## config.mk

```make
export PLATFORM = sky130hd
export DESIGN_NAME = clock_alarm_core
export DESIGN_NICKNAME = d
export VERILOG_FILES = /design/src/rtl/clock_alarm_core.sv
export SDC_FILE = /design/constraint.sdc
export NUM_CORES = 1
export LEC_CHECK = 0
export ABC_AREA = 0
export CORE_ASPECT_RATIO = 1.25
export CORE_MARGIN = 3
export CORE_UTILIZATION = 30
export CTS_CLUSTER_DIAMETER = 50
export DETAILED_ROUTE_END_ITERATION = 8
export PLACE_DENSITY = 0.53
export RECOVER_POWER = 50
export SYNTH_ARGS = -nofsm -noshare
export SYNTH_HDL_FRONTEND = slang
export SYNTH_SLANG_ARGS = --single-unit
```

## constraint.sdc

```tcl
create_clock -name mclk -period 3.75 [get_ports mclk]
set_input_delay 0.9375 -clock mclk [delete_from_list [all_inputs] [get_ports mclk]]
set_output_delay 0.9375 -clock mclk [all_outputs]
set_load 0.05 [all_outputs]
```

## src/rtl/clock_alarm_core.sv

```systemverilog
// BCD time-of-day clock with weekday, N independently enabled alarm slots and a
// timed buzzer. Buttons are one-cycle pulses from the debouncer.
module clock_alarm_core #(
  parameter int unsigned M_FREQ    = 1,
  parameter int unsigned N_ALARMS  = 4,
  parameter int unsigned BUZZ_SECS = 5
) (
  input  logic                mclk,
  input  logic                rst,
  input  logic [1:0]          clk_mode,
  input  logic [1:0]          vButton,
  input  logic [2:0]          alarm_sel,
  output logic [23:0]         bcd_time,
  output logic [2:0]          weekday,
  output logic [15:0]         alarm_bcd,
  output logic [N_ALARMS-1:0] alarm_en,
  output logic [N_ALARMS-1:0] alarm_hit,
  output logic                buzzer,
  output logic                tick_1hz
);

  localparam logic [1:0]  MODE_RUN   = 2'd0;
  localparam logic [1:0]  MODE_TIME  = 2'd1;
  localparam logic [1:0]  MODE_ALARM = 2'd2;
  localparam logic [1:0]  MODE_WDAY  = 2'd3;
  localparam logic [31:0] P_LAST     = 32'(M_FREQ - 1);
  localparam logic [7:0]  B_LOAD     = 8'(BUZZ_SECS);

  function automatic logic [7:0] inc60(input logic [7:0] v);
    if (v[3:0] == 4'd9) return (v[7:4] == 4'd5) ? 8'h00 : {v[7:4] + 4'd1, 4'd0};
    return {v[7:4], v[3:0] + 4'd1};
  endfunction

  function automatic logic [7:0] inc24(input logic [7:0] v);
    if (v == 8'h23) return 8'h00;
    if (v[3:0] == 4'd9) return {v[7:4] + 4'd1, 4'd0};
    return {v[7:4], v[3:0] + 4'd1};
  endfunction

  function automatic logic [2:0] inc7(input logic [2:0] v);
    return (v == 3'd6) ? 3'd0 : v + 3'd1;
  endfunction

  logic [31:0]         pcnt_q, pcnt_d;
  logic [7:0]          hh_q, hh_d, mm_q, mm_d, ss_q, ss_d;
  logic [2:0]          wd_q, wd_d;
  logic [7:0]          al_hh_q [N_ALARMS];
  logic [7:0]          al_hh_d [N_ALARMS];
  logic [7:0]          al_mm_q [N_ALARMS];
  logic [7:0]          al_mm_d [N_ALARMS];
  logic [N_ALARMS-1:0] en_q, en_d, hit_q, hit_d;
  logic                buzz_q, buzz_d, tick_q;
  logic [7:0]          bcnt_q, bcnt_d;

  logic                tick;
  logic [N_ALARMS-1:0] sel_hit, match;
  logic [7:0]          nx_hh, nx_mm, nx_ss;
  logic [2:0]          nx_wd;
  logic                c_s, c_m, c_h;

  // One-hot slot decode; out-of-range selects decode to nothing.
  always_comb begin
    sel_hit   = '0;
    alarm_bcd = '0;
    for (int k = 0; k < N_ALARMS; k++) begin
      sel_hit[k] = (alarm_sel == 3'(k));
      if (sel_hit[k]) alarm_bcd = {al_hh_q[k], al_mm_q[k]};
    end
  end

  // Full seconds->weekday carry chain, resolved in one edge.
  always_comb begin
    nx_ss = inc60(ss_q);
    c_s   = (ss_q == 8'h59);
    nx_mm = c_s ? inc60(mm_q) : mm_q;
    c_m   = c_s && (mm_q == 8'h59);
    nx_hh = c_m ? inc24(hh_q) : hh_q;
    c_h   = c_m && (hh_q == 8'h23);
    nx_wd = c_h ? inc7(wd_q) : wd_q;
  end

  always_comb begin
    pcnt_d  = '0;
    tick    = 1'b0;
    hh_d    = hh_q;
    mm_d    = mm_q;
    ss_d    = ss_q;
    wd_d    = wd_q;
    al_hh_d = al_hh_q;
    al_mm_d = al_mm_q;
    en_d    = en_q;
    match   = '0;
    buzz_d  = buzz_q;
    hit_d   = hit_q;
    bcnt_d  = bcnt_q;

    case (clk_mode)
      MODE_RUN: begin
        if (pcnt_q == P_LAST) tick = 1'b1;
        else                  pcnt_d = pcnt_q + 32'd1;
        if (tick) begin
          ss_d = nx_ss;
          mm_d = nx_mm;
          hh_d = nx_hh;
          wd_d = nx_wd;
        end
      end
      MODE_TIME: begin
        ss_d = 8'h00;
        if (vButton[0]) mm_d = inc60(mm_q);
        if (vButton[1]) hh_d = inc24(hh_q);
      end
      MODE_ALARM: begin
        for (int k = 0; k < N_ALARMS; k++) begin
          if (sel_hit[k] && vButton[0]) al_mm_d[k] = inc60(al_mm_q[k]);
          if (sel_hit[k] && vButton[1]) al_hh_d[k] = inc24(al_hh_q[k]);
        end
      end
      MODE_WDAY: begin
        if (vButton[0]) wd_d = inc7(wd_q);
        for (int k = 0; k < N_ALARMS; k++) begin
          if (sel_hit[k] && vButton[1]) en_d[k] = ~en_q[k];
        end
      end
      default: ;
    endcase

    for (int k = 0; k < N_ALARMS; k++) begin
      match[k] = tick && en_q[k] && (nx_hh == al_hh_q[k]) &&
                 (nx_mm == al_mm_q[k]) && (nx_ss == 8'h00);
    end

    // Silencing beats a simultaneous match; a match while buzzing reloads.
    if (clk_mode != MODE_RUN || (buzz_q && |vButton)) begin
      buzz_d = 1'b0;
      hit_d  = '0;
      bcnt_d = '0;
    end else if (|match) begin
      buzz_d = 1'b1;
      hit_d  = hit_q | match;
      bcnt_d = B_LOAD;
    end else if (tick && bcnt_q != 8'd0) begin
      bcnt_d = bcnt_q - 8'd1;
      if (bcnt_q == 8'd1) begin
        buzz_d = 1'b0;
        hit_d  = '0;
      end
    end
  end

  always_ff @(posedge mclk or negedge rst) begin
    if (!rst) begin
      pcnt_q <= '0;
      hh_q   <= '0;
      mm_q   <= '0;
      ss_q   <= '0;
      wd_q   <= '0;
      for (int k = 0; k < N_ALARMS; k++) begin
        al_hh_q[k] <= '0;
        al_mm_q[k] <= '0;
      end
      en_q   <= '0;
      hit_q  <= '0;
      buzz_q <= 1'b0;
      bcnt_q <= '0;
      tick_q <= 1'b0;
    end else begin
      pcnt_q  <= pcnt_d;
      hh_q    <= hh_d;
      mm_q    <= mm_d;
      ss_q    <= ss_d;
      wd_q    <= wd_d;
      al_hh_q <= al_hh_d;
      al_mm_q <= al_mm_d;
      en_q    <= en_d;
      hit_q   <= hit_d;
      buzz_q  <= buzz_d;
      bcnt_q  <= bcnt_d;
      tick_q  <= tick;
    end
  end

  assign bcd_time  = {hh_q, mm_q, ss_q};
  assign weekday   = wd_q;
  assign alarm_en  = en_q;
  assign alarm_hit = hit_q;
  assign buzzer    = buzz_q;
  assign tick_1hz  = tick_q;

endmodule

```

# Yosys cells after proc, flatten, opt, wreduce, memory -nomap -nowiden
# Index checks and enable logic that the tools add are counted.
[word_totals]
regBits = 141
elab_cells = 308
inputBits = 9
[classes]
n_addsub = 25
reduce_logical = 72
bitwise = 5
n_eq_ne = 47
mux = 128
[ops]
columns = ["op", "count"]
rows = [
  ["8-bit 2-to-1 mux", 47],
  ["4-bit by 1-bit adder with 4-bit output (second input constant)", 22],
  ["8-bit equality test", 8],
  ["16-bit 2-to-1 mux", 4],
  ["32-bit 2-to-1 mux", 2],
  ["1-bit 2-to-1 mux", 59],
  ["8-bit one-hot mux with 2 select lines", 3],
  ["4-bit equality test (second input constant)", 11],
  ["8-bit by 6-bit equality test with 1-bit output (second input constant)", 5],
  ["32-bit by 1-bit adder with 32-bit output (second input constant)", 1],
  ["32-bit zero test", 1],
  ["4-bit 2-to-1 mux", 8],
  ["3-bit AND reduction", 10],
  ["1-bit logical AND", 28],
  ["2-bit AND reduction", 14],
  ["4-bit by 3-bit equality test with 1-bit output (second input constant)", 6],
  ["8-bit by 7-bit equality test with 1-bit output (second input constant)", 2],
  ["2-bit nonzero test", 7],
  ["3-bit 2-to-1 mux", 4],
  ["2-bit != test (second input constant)", 6],
  ["4-bit AND reduction", 3],
  ["8-bit by 1-bit equality test with 1-bit output (second input constant)", 1],
  ["8-bit zero test", 1],
  ["8-bit nonzero test", 1],
  ["17 further kinds", 23],
]

# Depth between registers and ports, before layout
# Gate-level depths: netlist of run 1.
[logic_depth]
word_depth = 13
mapped_depth = 13
ltp_nobuf = 13

# Least setup slack after synthesis of run 1
# No wires, ideal clock.
[synth_timing]
kind = "input to output"
start = "input alarm_sel[0]"
end = "output alarm_bcd[10]"
cell_stages = 4
t_arrival_ps = 2930
t_required_ps = 2812
path_slack_ps = -117
path_cell_list = "clkbuf_1 buf_1 mux4_2 nor2b_1"
[synth_via]
elab_chain_len = 5
elab_cells_between_ends = 8
classes_between = "eq/ne (3); mux (4); reduce/logical (1)"
[synth_lines]
columns = ["item", "line", "source"]
rows = [
  ["from (decl)", "12", "input logic [2:0] alarm_sel,"],
  ["3-bit zero test", "66", "sel_hit[k] = (alarm_sel == 3'(k));"],
  ["16-bit 2-to-1 mux (3 in a row)", "67", "if (sel_hit[k]) alarm_bcd = {al_hh_q[k], al_mm_q[k]};"],
  ["16-bit 2-to-1 mux (*)", "67", ""],
  ["to (decl)", "15", "output logic [15:0] alarm_bcd,"],
]
# Every way passes the cells marked *; elsewhere a longest branch is shown, timed or not.

# Worst setup path in the final report of run 1
[layout_timing]
start = "register ss_q[0]"
end = "register bcnt_q[1]"
[layout_via]
elab_chain_len = 10
elab_cells_between_ends = 33
classes_between = "add/sub (1); eq/ne (10); mux (6); reduce/logical (16)"
[layout_lines]
columns = ["item", "line", "source"]
rows = [
  ["from (decl)", "45", "logic [7:0] hh_q, hh_d, mm_q, mm_d, ss_q, ss_d;"],
  ["from (signal assigned)", "171", "ss_q <= ss_d;"],
  ["8-bit by 7-bit equality test with 1-bit output", "74", "c_s = (ss_q == 8'h59);"],
  ["1-bit logical AND", "76", "c_m = c_s && (mm_q == 8'h59);"],
  ["8-bit 2-to-1 mux", "77", "nx_hh = c_m ? inc24(hh_q) : hh_q;"],
  ["8-bit equality test", "129", "match[k] = tick && en_q[k] && (nx_hh == al_hh_q[k]) &&"],
  ["1-bit logical AND (2 in a row)", "129", ""],
  ["1-bit logical AND", "130", "(nx_mm == al_mm_q[k]) && (nx_ss == 8'h00);"],
  ["4-bit OR reduction (*)", "138", "end else if (|match) begin"],
  ["8-bit 2-to-1 mux", "138", ""],
  ["8-bit 2-to-1 mux", "134", "if (clk_mode != MODE_RUN || (buzz_q && |vButton)) begin"],
  ["to (signal assigned)", "178", "bcnt_q <= bcnt_d;"],
  ["to (decl)", "53", "logic [7:0] bcnt_q, bcnt_d;"],
]
# Marks and branches as above.
# A chain may end at the register's enable or synchronous reset.

==> results of run 1 <==
-- path summary, 6_finish.rpt --
kind	slack, ns	to	from	cells past startpoint
worst max-delay path	0.19	bcnt_q[1]	ss_q[0]	11
worst min-delay path	0.49	pcnt_q[0]	pcnt_q[0]	1
worst max register to register	0.19	bcnt_q[1]	ss_q[0]	11
worst min register to register	0.49	pcnt_q[0]	pcnt_q[0]	1
max in group asynchronous	0.73	al_mm_q[29]	rst	2
min in group asynchronous	0.84	pcnt_q[18]	rst	1
-- registers in the layout (all words and copies together), names as in the netlist --
| signal | cells |
|---|---|
| hh_q | 8 |
| al_mm_q | 32 |
| pcnt_q | 32 |
| buzzer | 1 |
| mm_q | 8 |
| al_hh_q | 32 |
| bcnt_q | 8 |
| alarm_hit | 4 |
| weekday | 3 |
| alarm_en | 4 |
| tick_1hz | 1 |
| ss_q | 8 |
-- area by class of cell --
class                      instances  area, um2  share of cell area
clock buffer                      19        443              0.0376
tap                              412        515              0.0437
timing repair buffer             114        951              0.0806
multi-input combinational        887       6030               0.511
clock inverter                    13        154              0.0130
sequential                       141       3530               0.299
inverter                          47        176              0.0150
-- worst register-to-register path: stages (launching register included) --
cell       delay, ns
dfrtp_1         0.47
ha_1            0.30
nand3b_4        0.18
buf_4           0.23
or4_1           0.66
and3_1          0.24
a211o_1         0.26
a2111oi_4       0.36
nand4_1         0.23
o2111a_2        0.22
nand2_1         0.20
a211oi_1        0.08
-- metal layers --
| layer | global-route usage | part of all wire | vias up |
|---|---|---|---|
| met5 | 0 | 0.00040 | - |
| met4 | 0.0844 | 0.039 | 2 |
| met3 | 0.0337 | 0.041 | 70 |
| met2 | 0.312 | 0.51 | 195 |
| met1 | 0.227 | 0.41 | 4378 |
| li1 | - | - | 4270 |
-- through the flow --
stage	utilization	std cells	area, um2	setup TNS, ns	worst slack (ns)
5_1_grt	0.366	1633	11800	-0.0108	-0.0108
6_report	0.366	1633	11800	0	0.187
3_5_place_dp	0.348	1601	11200	0	0.149
3_3_place_gp	0.348	1601	11200	0	0.143
2_1_floorplan	-	1131	9960	0	0.115
4_1_cts	0.367	1633	11800	0	0.123
-- where the power goes --
part / switching (uW) / internal [uW] / leakage (uW) / total, uW
registers: 321 / 1690 / 0.00189 / 2020
clock network: 728 / 1010 / 0.000291 / 1740
logic: 1530 / 942 / 0.00261 / 2470
total: 2580 / 3650 / 0.00479 / 6220
-- repair_timing --
action	4_1_cts	5_1_grt
resized for setup	0	5
hold buffers	0	0
setup endpoints to repair	0	10
-- cells by family after synthesis --
family / count (synthesis)
muxes: 37
AOI/OAI and AO/OA: 263
adders and majority gates: 31
buffers and inverters: 103
DFF: 141
xor gates and xnor gates: 90
and+or+nand+nor: 466
-- cell usage after synthesis (22+ instances only) --
library cell  count
o21ai_0          93
xor2_1           30
nor2b_1          33
clkbuf_1         38
nand3_1          47
nor2_1           92
inv_1            47
ha_1             31
a21oi_1          55
nand4_1          27
dfrtp_1         141
and3_1           31
nor4_1           25
xnor2_1          58
nor3_1           22
nand2_1          97
==> results.json, run 1 <==
{
  "drv_cap": 2,
  "power_density_nw_per_um2": 528,
  "core_region_area_um2": 32200,
  "viasPerCell": 5.46,
  "ys_types": 79,
  "cp-start-kind": "flip-flop",
  "dr.pass1.iters": 5,
  "postCtsSetupRepairBufs": 0,
  "filler_cell_count": 3271,
  "die_y_um": 209,
  "ys_seq_area_frac": 0.355,
  "hold_viol": 0,
  "critical-path-top-delay-family": "simple AND/OR/NAND/NOR gates",
  "syn_nets": 1171,
  "yosys_warnings": 0,
  "grt_usage": 0.184,
  "synth-xor-area-share": 0.0821,
  "fin_nets": 1248,
  "peakVddDrop_v": 0.000265,
  "dp_hpwl_mm": 24.8,
  "io_pins": 62,
  "cts_tree": "yes",
  "ys.flop_type": "dfrtp_1",
  "layout_common_cells": "dfrtp_1, nand2_1, o21ai_0, nor2_1, buf_4",
  "synth.area.top_cells": "dfrtp_1, xnor2_1, o21ai_0, ha_1, nand2_1",
  "layout_commonest_cell": "dfrtp_1",
  "skew_ns": 0.0103,
  "period_needed_ns": 3.56,
  "globalplace.congestion": 0.929,
  "grt_pass1_wl_mm": 50.9,
  "io_buffers": 61,
  "cp_num_buf_inv": 1,
  "grt_max_degree": 59,
  "setup_viol_count_final": 0,
  "cp_cell_sequence": "ha_1, nand3b_4, buf_4, or4_1, and3_1, a211o_1, a2111oi_4, nand4_1, o2111a_2, nand2_1, a211oi_1",
  "worst_slew_pin_slew_ns": 1.54,
  "max_freq_mhz": 281,
  "cts_root_buffer": "clkbuf_16",
  "cts.sinks": 141,
  "clkLatencyLatePin_ns": 0.44,
  "start_util": 0.308,
  "synth_edf_count": 0,
  "synthCells": 1131,
  "synthSimpleGateAreaFrac": 0.257,
  "cts_buffers": 17,
  "drtIter0Drc": 583,
  "syn_area_um2": 9930,
  "synth_mux_area_frac": 0.0585,
  "synth_top_family_by_area": "simple AND/OR/NAND/NOR gates",
  "crit_required_ns": 4.05,
  "cp_max_fo": 11,
  "cts.clk_slew.worst_paths_ns": 0.06,
  "slew_viol_final": 28,
  "yosysTopAreaCell": "dfrtp_1",
  "die_area_um2": 35300,
  "overflow": 0,
  "cp_slowest_cell": "or4_1",
  "hp-class": "reg2reg",
  "antennaDiodeCount": 0,
  "end_kind": "flip-flop",
  "drc_errors": 0,
  "synth_compound_gate_area_share": 0.167,
  "ant_nets": 0,
  "max_stage_delay_ns": 0.66,
  "synth_top_area_frac": 0.355,
  "fp.dieW_um": 169,
  "violations": "max-capacitance violations, max-slew violations",
  "hold_ws_ns": 0.490,
  "power_leakage_uw": 0.00479,
  "synth_area_per_cell_um2": 8.78,
  "min_period_over_period": 0.950,
  "area_growth_syn_to_layout_pct": 18.8,
  "outcome": "complete, but fails checks",
  "synth-adder-area-share": 0.0391,
  "max_slew_margin": -0.0247,
  "cts.path.max_buffers": 2,
  "rows": 73,
  "synth_seq_cells": 141,
  "cts_max_level": 4,
  "async_reset_ff_frac": 1.00,
  "first_global_vias": 8795,
  "routedWlPerCell_um": 19.7,
  "drt_wl_total_mm": 32.1,
  "crit_type": "reg2reg",
  "drive_gt1_frac": 0.127,
  "num_vias": 8915,
  "antenna_found_initial": 1,
  "total_power_uw": 6220,
  "worstPathArrival_ns": 3.87
}
Power figures use the tool's default switching activity.
==> run 2: changes to the inputs <==
==> constraint.sdc (replaced) <==
create_clock -name mclk -period 4.25 [get_ports mclk]
set_input_delay 1.0625 -clock mclk [delete_from_list [all_inputs] [get_ports mclk]]
set_output_delay 1.0625 -clock mclk [all_outputs]
set_load 0.05 [all_outputs]
==> run 2 against run 1 <==
Effect of this change:
- the run still ends with max-capacitance violations, max-slew violations left
- die area unchanged
- clock skew increased by 0.0014 ns
- first-iteration DRC count increased by 3.9%
- highest routed layer is now met4
==> results.json, run 2 (synthesized netlist as in run 1, its figures left out) <==
{
  "drt_wl_total_mm": 32.0,
  "max_freq_mhz": 244,
  "slew_viol_final": 55,
  "rsz0062_at_grt": "false",
  "postCtsSetupRepairBufs": 0,
  "cts.path.max_buffers": 2,
  "rows": 73,
  "hold_viol": 0,
  "max_stage_delay_ns": 0.77,
  "fin_cells": 1612,
  "grt_usage": 0.182,
  "dp.cells": 1580,
  "cp_max_fo": 12,
  "multiInputGateArea_um2": 5990,
  "die_y_um": 209,
  "viasPerCell": 5.50,
  "cts.clk_slew.worst_paths_ns": 0.06,
  "cp_slowest_cell": "a2111oi_0",
  "cp_cell_sequence": "and4bb_2, nand4_1, o21ai_2, mux2i_1, a2111oi_0, nand4_1, o2111a_2, nand2_1, a211oi_1",
  "routedWlPerCell_um": 19.9,
  "io_buffers": 61,
  "cts.sinks": 141,
  "die_area_um2": 35300,
  "layout_common_cells": "dfrtp_1, nand2_1, o21ai_0, nor2_1, xnor2_1",
  "cts_tree": "yes",
  "crit_required_ns": 4.55,
  "max_slew_margin": -1.13,
  "dpl_cell_area_um2": 11000,
  "grt_pass1_wl_mm": 50.7,
  "seq_area_um2": 3530,
  "grt_max_degree": 62,
  "antennaDiodeCount": 0,
  "crit_type": "reg2reg",
  "filler_cell_count": 3330,
  "overflow": 0,
  "num_vias": 8865,
  "critical-path-top-delay-family": "compound AO/OA/AOI/OAI gates",
  "ant_nets": 0,
  "worstPathArrival_ns": 4.40,
  "clkLatencyLatePin_ns": 0.44,
  "first_global_vias": 8547,
  "worst_slew_pin_slew_ns": 3.19,
  "drc_errors": 0,
  "finalSetupTns_ns": 0,
  "end_kind": "flip-flop",
  "cts_max_level": 4,
  "core_region_area_um2": 32200,
  "hold_buffers": 0,
  "layout_commonest_cell": "dfrtp_1",
  "power_density_nw_per_um2": 458,
  "start_util": 0.308,
  "drive_gt1_frac": 0.100,
  "drtIter0Drc": 606,
  "dp_hpwl_mm": 24.2,
  "fin_nets": 1227,
  "outcome": "complete, but fails checks",
  "antenna_found_initial": 0,
  "cts_root_buffer": "clkbuf_16",
  "fp.dieW_um": 169,
  "setup_viol_count_final": 0,
  "utilization": 0.358,
  "cp_num_buf_inv": 0,
  "crit_top_cell": "nand4_1",
  "violations": "max-capacitance violations, max-slew violations",
  "cp-start-kind": "flip-flop",
  "cts.repair.resized": 0,
  "skew_ns": 0.0117,
  "peakVddDrop_v": 0.000268,
  "io_pins": 62,
  "min_period_over_period": 0.965,
  "power_leakage_uw": 0.00465,
  "design_area_um2": 11600,
  "globalplace.congestion": 0.962,
  "hp-class": "reg2reg",
  "drv_cap": 1,
  "period_needed_ns": 4.10,
  "area_growth_syn_to_layout_pct": 16.3,
  "cts_buffers": 17,
  "dr.pass1.iters": 6,
  "top_regs": "al_hh_q (32), al_mm_q (32), pcnt_q (32)"
}
## run 2: changes by cell type in the layout (fill, tap and decap cells not counted), sizes merged
cell and delta:
buf -19, clkinvlp +4, bufinv -2, inv -2, clkbuf -1, clkinv -1
## run 2: path summary, 6_finish.rpt
path,from,endpoint,slack [ns],cells past startpoint
max,ss_q[5],bcnt_q[1],0.15,9
min,pcnt_q[0],pcnt_q[0],0.50,1
max reg2reg,ss_q[5],bcnt_q[1],0.15,9
min reg2reg,pcnt_q[0],pcnt_q[0],0.50,1
max in group asynchronous,rst,hh_q[5],0.77,1
min in group asynchronous,rst,weekday[0],1.69,1
## run 2: power by group
| group | total [uW] | leakage (uW) | internal, uW | switching, uW |
|---|---|---|---|---|
| combinational | 2060 | 0.00250 | 788 | 1270 |
| clock | 1410 | 0.000255 | 779 | 630 |
| sequential | 1830 | 0.00189 | 1490 | 331 |
| total | 5300 | 0.00465 | 3060 | 2230 |
## run 2: per-stage QoR
stage	hold slack (ns)	setup WS (ns)	power, uW
CTS	0.499	0.231	5330
global placement	0.485	0.248	3890
global route	0.514	0.0543	5580
floorplan	0.455	0.133	3150
finish	0.500	0.148	5300
detailed placement	0.492	0.245	3890
## run 2: cell type report
type,count,share of cell area
clock buffer,20,0.0395
clock inverter,12,0.00758
inverter,47,0.0153
multi-input combinational,887,0.519
sequential,141,0.305
tap,412,0.0446
timing repair buffer,93,0.0691
## run 2: worst register-to-register path, delay by kind of cell (launching register included)
family          cells  cell delay, ns
mux                 1            0.14
simple gates        4            1.65
flops               1            0.51
compound gates      4            1.69
## run 2: layer usage
| layer | global-route usage | wire length, um | vias to the layer above | part of all wire |
|---|---|---|---|---|
| li1 | - | - | 4224 | - |
| met1 | 0.240 | 14100 | 4366 | 0.44 |
| met2 | 0.299 | 15500 | 216 | 0.49 |
| met3 | 0.0260 | 1200 | 59 | 0.037 |
| met4 | 0.0796 | 1250 | 0 | 0.039 |
| met5 | 0 | 0 | - | 0 |
